===== config.mk =====
export PLATFORM = sky130hd
export DESIGN_NAME = pipe_latch_chain
export DESIGN_NICKNAME = d
export VERILOG_FILES = /design/src/rtl/pipe_latch_chain.sv
export SDC_FILE = /design/constraint.sdc
export NUM_CORES = 1
export LEC_CHECK = 0
export ABC_AREA = 1
export ABC_CLOCK_PERIOD_IN_PS = 4770
export CAP_MARGIN = 20
export CELL_PAD_IN_SITES_DETAIL_PLACEMENT = 0
export CELL_PAD_IN_SITES_GLOBAL_PLACEMENT = 1
export CORE_ASPECT_RATIO = 1.25
export CORE_MARGIN = 2
export CORE_UTILIZATION = 32
export CTS_BUF_LIST = sky130_fd_sc_hd__clkbuf_4
export CTS_CLUSTER_SIZE = 8
export DETAILED_ROUTE_END_ITERATION = 7
export PLACE_DENSITY_LB_ADDON = 0.25
export SLEW_MARGIN = 15
export SYNTH_ARGS = -nofsm -noshare
export SYNTH_HDL_FRONTEND = slang
export SYNTH_SLANG_ARGS = --single-unit

===== constraint.sdc =====
create_clock -name CLK -period 4.77 [get_ports CLK]
set_input_delay 0.477 -clock CLK [delete_from_list [all_inputs] [get_ports CLK]]
set_output_delay 0.477 -clock CLK [all_outputs]
set_load 0.02 [all_outputs]

===== src/rtl/pipe_latch_chain.sv =====
`default_nettype none
// ============================================================================
// Module   : pipe_latch_chain
// Brief    : DEPTH-stage valid/ready pipeline latch with per-stage flush and
//            optional bubble collapsing; all stage contents exposed.
// Revision : 1.0
// ============================================================================
module pipe_latch_chain #(
    parameter int                WIDTH    = 32,
    parameter int                DEPTH    = 2,
    parameter logic [WIDTH-1:0]  RST_VAL  = '0,
    parameter int                COLLAPSE = 1
) (
    input  logic                         CLK,
    input  logic                         RST,
    input  logic                         in_valid,
    output logic                         in_ready,
    input  logic [WIDTH-1:0]             in_data,
    input  logic [DEPTH-1:0]             flush,
    output logic                         out_valid,
    input  logic                         out_ready,
    output logic [WIDTH-1:0]             out_data,
    output logic [DEPTH-1:0]             stage_valid,
    output logic [DEPTH*WIDTH-1:0]       stage_data,
    output logic [$clog2(DEPTH+1)-1:0]   occupancy
);

    localparam int c_OCC_W = $clog2(DEPTH+1);

    logic [DEPTH-1:0]   r_v;
    logic [WIDTH-1:0]   r_data [DEPTH];

    logic [DEPTH-1:0]   w_ev;
    logic [DEPTH-1:0]   w_rdy;
    logic [DEPTH-1:0]   w_inc_v;
    logic [WIDTH-1:0]   w_inc_d [DEPTH];
    logic [c_OCC_W-1:0] w_occ;

    assign w_ev = r_v & ~flush;

    // Ready ripples from the consumer back to the producer within the cycle.
    always_comb begin
        logic l_rdy;
        w_rdy = '0;
        l_rdy = out_ready;
        for (int i = DEPTH-1; i >= 0; i--) begin
            if (COLLAPSE != 0) begin
                l_rdy = !w_ev[i] | l_rdy;
            end else begin
                l_rdy = out_ready | !w_ev[DEPTH-1];
            end
            w_rdy[i] = l_rdy;
        end
    end

    always_comb begin
        w_inc_v    = '0;
        w_inc_v[0] = in_valid;
        w_inc_d[0] = in_data;
        for (int i = 1; i < DEPTH; i++) begin
            w_inc_v[i] = w_ev[i-1];
            w_inc_d[i] = r_data[i-1];
        end
    end

    always_ff @(posedge CLK) begin
        if (RST) begin
            r_v <= '0;
            for (int i = 0; i < DEPTH; i++) begin
                r_data[i] <= RST_VAL;
            end
        end else begin
            for (int i = 0; i < DEPTH; i++) begin
                if (w_rdy[i]) begin
                    r_v[i]    <= w_inc_v[i];
                    r_data[i] <= w_inc_v[i] ? w_inc_d[i] : RST_VAL;
                end else if (flush[i]) begin
                    r_v[i]    <= 1'b0;
                    r_data[i] <= RST_VAL;
                end
            end
        end
    end

    always_comb begin
        w_occ = '0;
        for (int i = 0; i < DEPTH; i++) begin
            w_occ = w_occ + c_OCC_W'(r_v[i]);
        end
    end

    for (genvar gi = 0; gi < DEPTH; gi++) begin : g_flat
        assign stage_data[gi*WIDTH +: WIDTH] = r_data[gi];
    end

    assign in_ready    = w_rdy[0];
    assign out_valid   = w_ev[DEPTH-1];
    assign out_data    = r_data[DEPTH-1];
    assign stage_valid = w_ev;
    assign occupancy   = w_occ;

endmodule
`default_nettype wire


==> results of run 1 <==
cells in the final DEF (no fill, tap or decap), drive strengths merged:
| cell type | synthesis | layout |
|---|---|---|
| nor2 | 36 | 36 |
| edfxtp | 32 | 32 |
| nand3 | 66 | 66 |
| nand2 | 36 | 36 |
| clkinv | 0 | 4 |
| inv | 39 | 39 |
| clkdlybuf4s50 | 0 | 139 |
| nor3 | 1 | 1 |
| ha | 1 | 1 |
| buf | 48 | 4 |
| clkbuf | 0 | 9 |
| bufinv | 0 | 3 |
| a21oi | 1 | 1 |
| dfxtp | 34 | 34 |
metal layers:
metal	part of all wire	global-route usage	vias to the layer above
met5	0	0	-
met4	0.017	0.06494	0
met3	0.068	0.05072	10
met2	0.52	0.2603	77
met1	0.39	0.1745	1031
li1	-	-	1118
worst max-delay path by stage:
stage / start / to / slack (ps) / depth (start not counted)
floorplan: flush[1] / r_data[0][0] / 2620 / 2
global placement: flush[1] / r_data[0][26] / 2180 / 5
detailed placement: flush[1] / r_data[0][0] / 2140 / 5
CTS: flush[1] / in_ready / 2450 / 4
global route: flush[1] / in_ready / 2430 / 4
finish: flush[1] / in_ready / 2460 / 4
flip-flops by register name, summed over array words and instances (netlist names):
signal / count
r_data: 64
r_v: 2
stage by stage:
stage | utilization | hold slack [ps]
after floorplan | - | 496.5
after global placement | 0.4647 | 474.6
after detailed placement | 0.4647 | 477.8
after CTS | 0.4850 | 496.2
after global routing | 0.4850 | 506.3
final | 0.4850 | 494.9
layout make-up:
class,instances,area [µm²],area share
Timing Repair Buffer,143,1421,0.3387
Clock buffer,9,67.56,0.01610
Inverter,39,146.4,0.03488
Tap cell,120,150.1,0.03578
Multi-Input combinational cell,141,661.9,0.1577
Sequential cell,66,1642,0.3912
Clock inverter,7,107.6,0.02564
worst max-delay path, stage by stage:
cell and delay [ps]:
clkdlybuf4s50_1 500, nor2_4 190, nand3_2 110, clkdlybuf4s50_1 560
power by group:
part,switching (µW),internal [µW]
combinational,55.6,59.5
clock,197,260
sequential,7.68,605
logic make-up (layout without fill, tap and decap cells):
family	after synthesis	count (layout)	synth area share
compound gates	1	1	0.001771
fa+ha+maj	1	1	0.004430
buf+inv	87	198	0.1861
flops	66	66	0.5813
simple gates	139	139	0.2264
==> impl_metrics.yaml, run 1 <==
power_and_ir_drop:
  leakage_uw: 0.001828
  total_power_uw: 1185
  pwr_dens_nw_per_um2: 282.3
  ir_drop_mv: 0.1404
global_routing:
  grt_pass1_wl_um: 10760
  antenna_found_initial: 0
  gr-usage-all-layers: 0.1530
  first_global_vias: 2126
  maximum_number_of_pins_on_one_net_before_global_route_repair: 34
  grt_overflow_total: 0
place:
  placed_area_um2: 4021
  placed_cells: 509
  post-place-ws_ps: 2138
  routabilityCongestion: 0.6982
  detailed_place_hpwl_um: 4825
  buffer_ports.inserted: 139
logic_synthesis:
  synth-edff-count: 32
  syn-cell-area_um2: 2824
  most_frequent_cell_after_synthesis: "nand3_1"
  synth_area_leaders: "edfxtp_1, dfxtp_1, nand3_1"
  synthCells: 294
  ys.flop_type: "dfxtp_1"
  yosysWarnings: 0
  syn_area_per_cell_um2: 9.605
  post_synth_most_frequent_cells: "nand3_1, inv_1, dfxtp_1, nand2_1"
  seq_area_frac_synth: 0.5813
  ys_seq_elements: 66
  synth_top_area_cell: "edfxtp_1"
  async_reset_ff_frac: 0
  synthDistinctLibCells: 16
  synth_fp_nets: 333
  netlist.area_leader.share: 0.3403
min_path:
  min_delay_path_depth: 2
  hold_end: "r_data[1][16]"
  startpoint_of_the_most_critical_hold_path: "r_data[1][16]"
  min-delay-path-class: "flip-flop to flip-flop"
timing:
  setup_total_negative_slack_ps: 0
  finalClockSkew_ps: 11.21
  rsz0062_at_grt: "false"
  timing_max_transition_violations_final: 0
  setup_viol: 0
  clock.fmax_ghz: 0.4330
  slew-limit-headroom: 0.5632
  final.min_clock_period_ps: 2310
  hold_fails_final_rpt: 0
  final_critical_path_setup_slack_ps: 2460
  worst_slew_pin_slew_ps: 653.0
  period_share: 0.4842
route:
  iteration_0_drc_count_of_the_detailed_router: 66
  vias: 2236
  postRouteWirelength_um: 7041
  ant_nets: 0
  drt_pre_antenna_iters: 4
  via_density_per_instance: 4.259
  drt-wirelength-per-cell_um: 13.41
  detail_route.drc_violations: 0
finish:
  share_of_layout_cells_above_drive_strength_1: 0.06420
  post_layout_net_count: 439
  post_layout_nonfiller_instances: 525
  fillers: 866
  final_design_area_no_fill_um2: 4197
  synthToLayoutAreaGrowth_pct: 48.60
  antenna-diode-count: 0
critical_path:
  worstReg2RegStart: "r_v[1]"
  criticalPathCategory: "input pin to output port"
  worstRegToRegCells: 5
  endpoint_required_time_on_the_critical_path_ps: 4290
  worst_r2r_end: "r_data[0][31]"
  crit_path_end_kind: "output port"
  worstSetupStartpointType: "input pin"
  worst-path-max-fanout: 4
  rrSetupSlack_ps: 2770
  arrival_ps: 1830
clocking:
  clk-insertion-delay-late_ps: 410
  clock_tree_from_tritoncts: "yes"
  clockBufferDepth: 2
  cts_post_setup_buffers_inserted: 0
  ctsHtreeMaxLevel: 3
  cts_hold_buf: 0
  cts.root.buffer_cell: "clkbuf_4"
  numCtsBuffers: 9
  clock-sinks: 66
  ctsResizeCount: 0
  worst_setup_hold_path_clk_slew_ps: 100
floorplanning:
  floorplan.rows: 38
  die_x_um: 88.03
  dieArea_um2: 9597
  start_util: 0.3263
  io_pins: 140
  coreArea_um2: 8653
  die_h_um: 109.0
run:
  maxCapViolations: 0
run_status:
  run_status: "completed"
Power figures use the tool's default switching activity.
==> run 2, diff against run 1 <==
--- a/config.mk
+++ b/config.mk
@@ -6,13 +6,13 @@
 export NUM_CORES = 1
 export LEC_CHECK = 0
 export ABC_AREA = 1
-export ABC_CLOCK_PERIOD_IN_PS = 4770
+export ABC_CLOCK_PERIOD_IN_PS = 1900
 export CAP_MARGIN = 20
 export CELL_PAD_IN_SITES_DETAIL_PLACEMENT = 0
 export CELL_PAD_IN_SITES_GLOBAL_PLACEMENT = 1
 export CORE_ASPECT_RATIO = 1.25
 export CORE_MARGIN = 2
-export CORE_UTILIZATION = 32
+export CORE_UTILIZATION = 27
 export CTS_BUF_LIST = sky130_fd_sc_hd__clkbuf_4
 export CTS_CLUSTER_SIZE = 8
 export DETAILED_ROUTE_END_ITERATION = 7
==> constraint.sdc (replaced) <==
create_clock -name CLK -period 1.9 [get_ports CLK]
set_input_delay 0.19 -clock CLK [delete_from_list [all_inputs] [get_ports CLK]]
set_output_delay 0.19 -clock CLK [all_outputs]
set_load 0.02 [all_outputs]
==> impl_metrics.yaml, run 2 (same netlist as run 1, synthesis figures left out) <==
run_status:
  run_status: "completed"
route:
  ant_nets: 0
  drt_pre_antenna_iters: 4
  via_density_per_instance: 4.177
  postRouteWirelength_um: 7126
  iteration_0_drc_count_of_the_detailed_router: 60
  vias: 2239
  detail_route.drc_violations: 0
  drt-wirelength-per-cell_um: 13.29
clocking:
  numCtsBuffers: 9
  clockBufferDepth: 2
  clock-sinks: 66
  cts_hold_buf: 0
  ctsHtreeMaxLevel: 3
  clock_tree_from_tritoncts: "yes"
  worst_setup_hold_path_clk_slew_ps: 110
  cts_post_setup_buffers_inserted: 0
  cts.root.buffer_cell: "clkbuf_4"
  clk-insertion-delay-late_ps: 420
global_routing:
  gr-usage-all-layers: 0.1305
  grt_overflow_total: 0
  antenna_found_initial: 0
  first_global_vias: 2150
  grt_pass1_wl_um: 10910
  maximum_number_of_pins_on_one_net_before_global_route_repair: 34
timing:
  final.min_clock_period_ps: 1797
  worst_slew_pin_slew_ps: 375.6
  period_share: 0.9458
  timing_max_transition_violations_final: 0
  hold_fails_final_rpt: 0
  rsz0062_at_grt: "false"
  setup_total_negative_slack_ps: 0
  finalClockSkew_ps: 12.27
  final_critical_path_setup_slack_ps: 103.0
  clock.fmax_ghz: 0.5565
  setup_viol: 0
  slew-limit-headroom: 0.7496
finish:
  layout_top_registers: "r_data x64, r_v x2"
  synthToLayoutAreaGrowth_pct: 49.93
  regMostFlops: "r_data"
  share_of_layout_cells_above_drive_strength_1: 0.06634
  final_design_area_no_fill_um2: 4234
  post_layout_net_count: 441
  most-common-layout-cells: "clkdlybuf4s50_1, nand3_1, inv_1"
  largest_reg_flops: 64
  fillers: 1039
  antenna-diode-count: 0
  layout.cells.most_common: "clkdlybuf4s50_1"
critical_path:
  timing.critical_path.cells: "ha_1 -> clkdlybuf4s50_1"
  worst-path-buf-inv: 1
  rrSetupSlack_ps: 630
  arrival_ps: 1610
  path_delay_family: "buffers and inverters"
  worst-path-max-fanout: 3
  worstReg2RegStart: "r_v[1]"
  critical_path.startpoint: "r_v[0]"
  critical_path.slowest_cell: "clkdlybuf4s50_1"
  endpoint_required_time_on_the_critical_path_ps: 1710
  crit_path_end_kind: "output port"
  critical_path_cell_count: 2
  worst_r2r_end: "r_data[0][0]"
  timing.critical_path.to: "occupancy[0]"
  worstRegToRegCells: 6
  criticalPathCategory: "flip-flop to output port"
  worstSetupStartpointType: "flip-flop"
  max_stage_delay_ps: 590
floorplanning:
  die_x_um: 95.47
  start_util: 0.2780
  io_pins: 140
  dieArea_um2: 11300
  die_h_um: 118.3
  coreArea_um2: 10160
  floorplan.rows: 41
min_path:
  min-delay-path-class: "input pin to flip-flop"
power_and_ir_drop:
  leakage_uw: 0.001873
  ir_drop_mv: 0.2776
  pwr_dens_nw_per_um2: 645.5
place:
  placed_area_um2: 4098
  detailed_place_hpwl_um: 4655
  post-place-ws_ps: 185.8
  buffer_ports.inserted: 139
  routabilityCongestion: 0.6977
run:
  maxCapViolations: 0
==> run 2: cell count changes in the layout (fill, tap and decap cells not counted), sizes merged <==
cell and change:
dlymetal6s2s +3, clkbuf +2, bufinv -2, buf +2, clkdlybuf4s50 -3
==> run 2: what timing repair did <==
action	4_1_cts	5_1_grt
hold endpoints to repair	0	0
endpoints found under the setup margin	0	3
resized for setup	0	3
==> run 2: final cells by class <==
type	count	area (µm²)	area share
flip-flops and latches	66	1642	0.3877
repair buffers	145	1494	0.3528
multi-input cells	141	661.9	0.1563
well taps	129	161.4	0.03812
inverters	39	146.4	0.03457
clock buffers	11	82.58	0.01950
clock inverters	5	46.29	0.01093
==> run 2: tightest hold or removal path, cell delays in order <==
cell and delay, ps:
clkdlybuf4s50_1 390, inv_1 50, nor2_1 30
==> run 2: metal layers <==
| metal | global-route usage | vias up | share of wire |
|---|---|---|---|
| li1 | - | 1126 | - |
| met1 | 0.1413 | 1022 | 0.38 |
| met2 | 0.2179 | 80 | 0.52 |
| met3 | 0.04015 | 11 | 0.072 |
| met4 | 0.07946 | 0 | 0.027 |
| met5 | 0 | - | 0 |
==> run 2: worst min path at each step <==
stage	start	endpoint	slack [ps]	cells after the start
after CTS	in_data[22]	r_data[0][22]	360	3
after floorplan	RST	r_v[1]	260	1
after detailed placement	r_data[1][7]	r_data[1][7]	480	2
final	in_data[22]	r_data[0][22]	400	3
after global routing	in_data[20]	r_data[0][20]	360	3
after global placement	r_data[1][8]	r_data[1][8]	470	2
==> run 2: power breakdown <==
| part | switching, µW | internal, µW | leakage [µW] |
|---|---|---|---|
| combinational | 139 | 155 | 0.00114 |
| sequential | 18.7 | 1520 | 0.000658 |
| clock | 484 | 417 | 0.0000734 |
==> run 2: stage by stage <==
step / total power (µW) / hold WS, ps / cells / utilization
after floorplan: 1703 / 259.1 / 294 / -
after global placement: 1869 / 472.9 / 520 / 0.4034
after detailed placement: 1870 / 478.6 / 520 / 0.4034
after CTS: 2782 / 363.1 / 536 / 0.4161
after global routing: 2865 / 355.3 / 536 / 0.4169
final: 2733 / 396.4 / 536 / 0.4169
==> run 3, diff against run 2 <==
--- a/config.mk
+++ b/config.mk
@@ -16,6 +16,7 @@
 export CTS_BUF_LIST = sky130_fd_sc_hd__clkbuf_4
 export CTS_CLUSTER_SIZE = 8
 export DETAILED_ROUTE_END_ITERATION = 7
+export HOLD_SLACK_MARGIN = 0.15
 export PLACE_DENSITY_LB_ADDON = 0.25
 export SLEW_MARGIN = 15
 export SYNTH_ARGS = -nofsm -noshare
==> results of run 3 <==
Same layout as run 2: the final DEF is identical, and so are final timing and power.
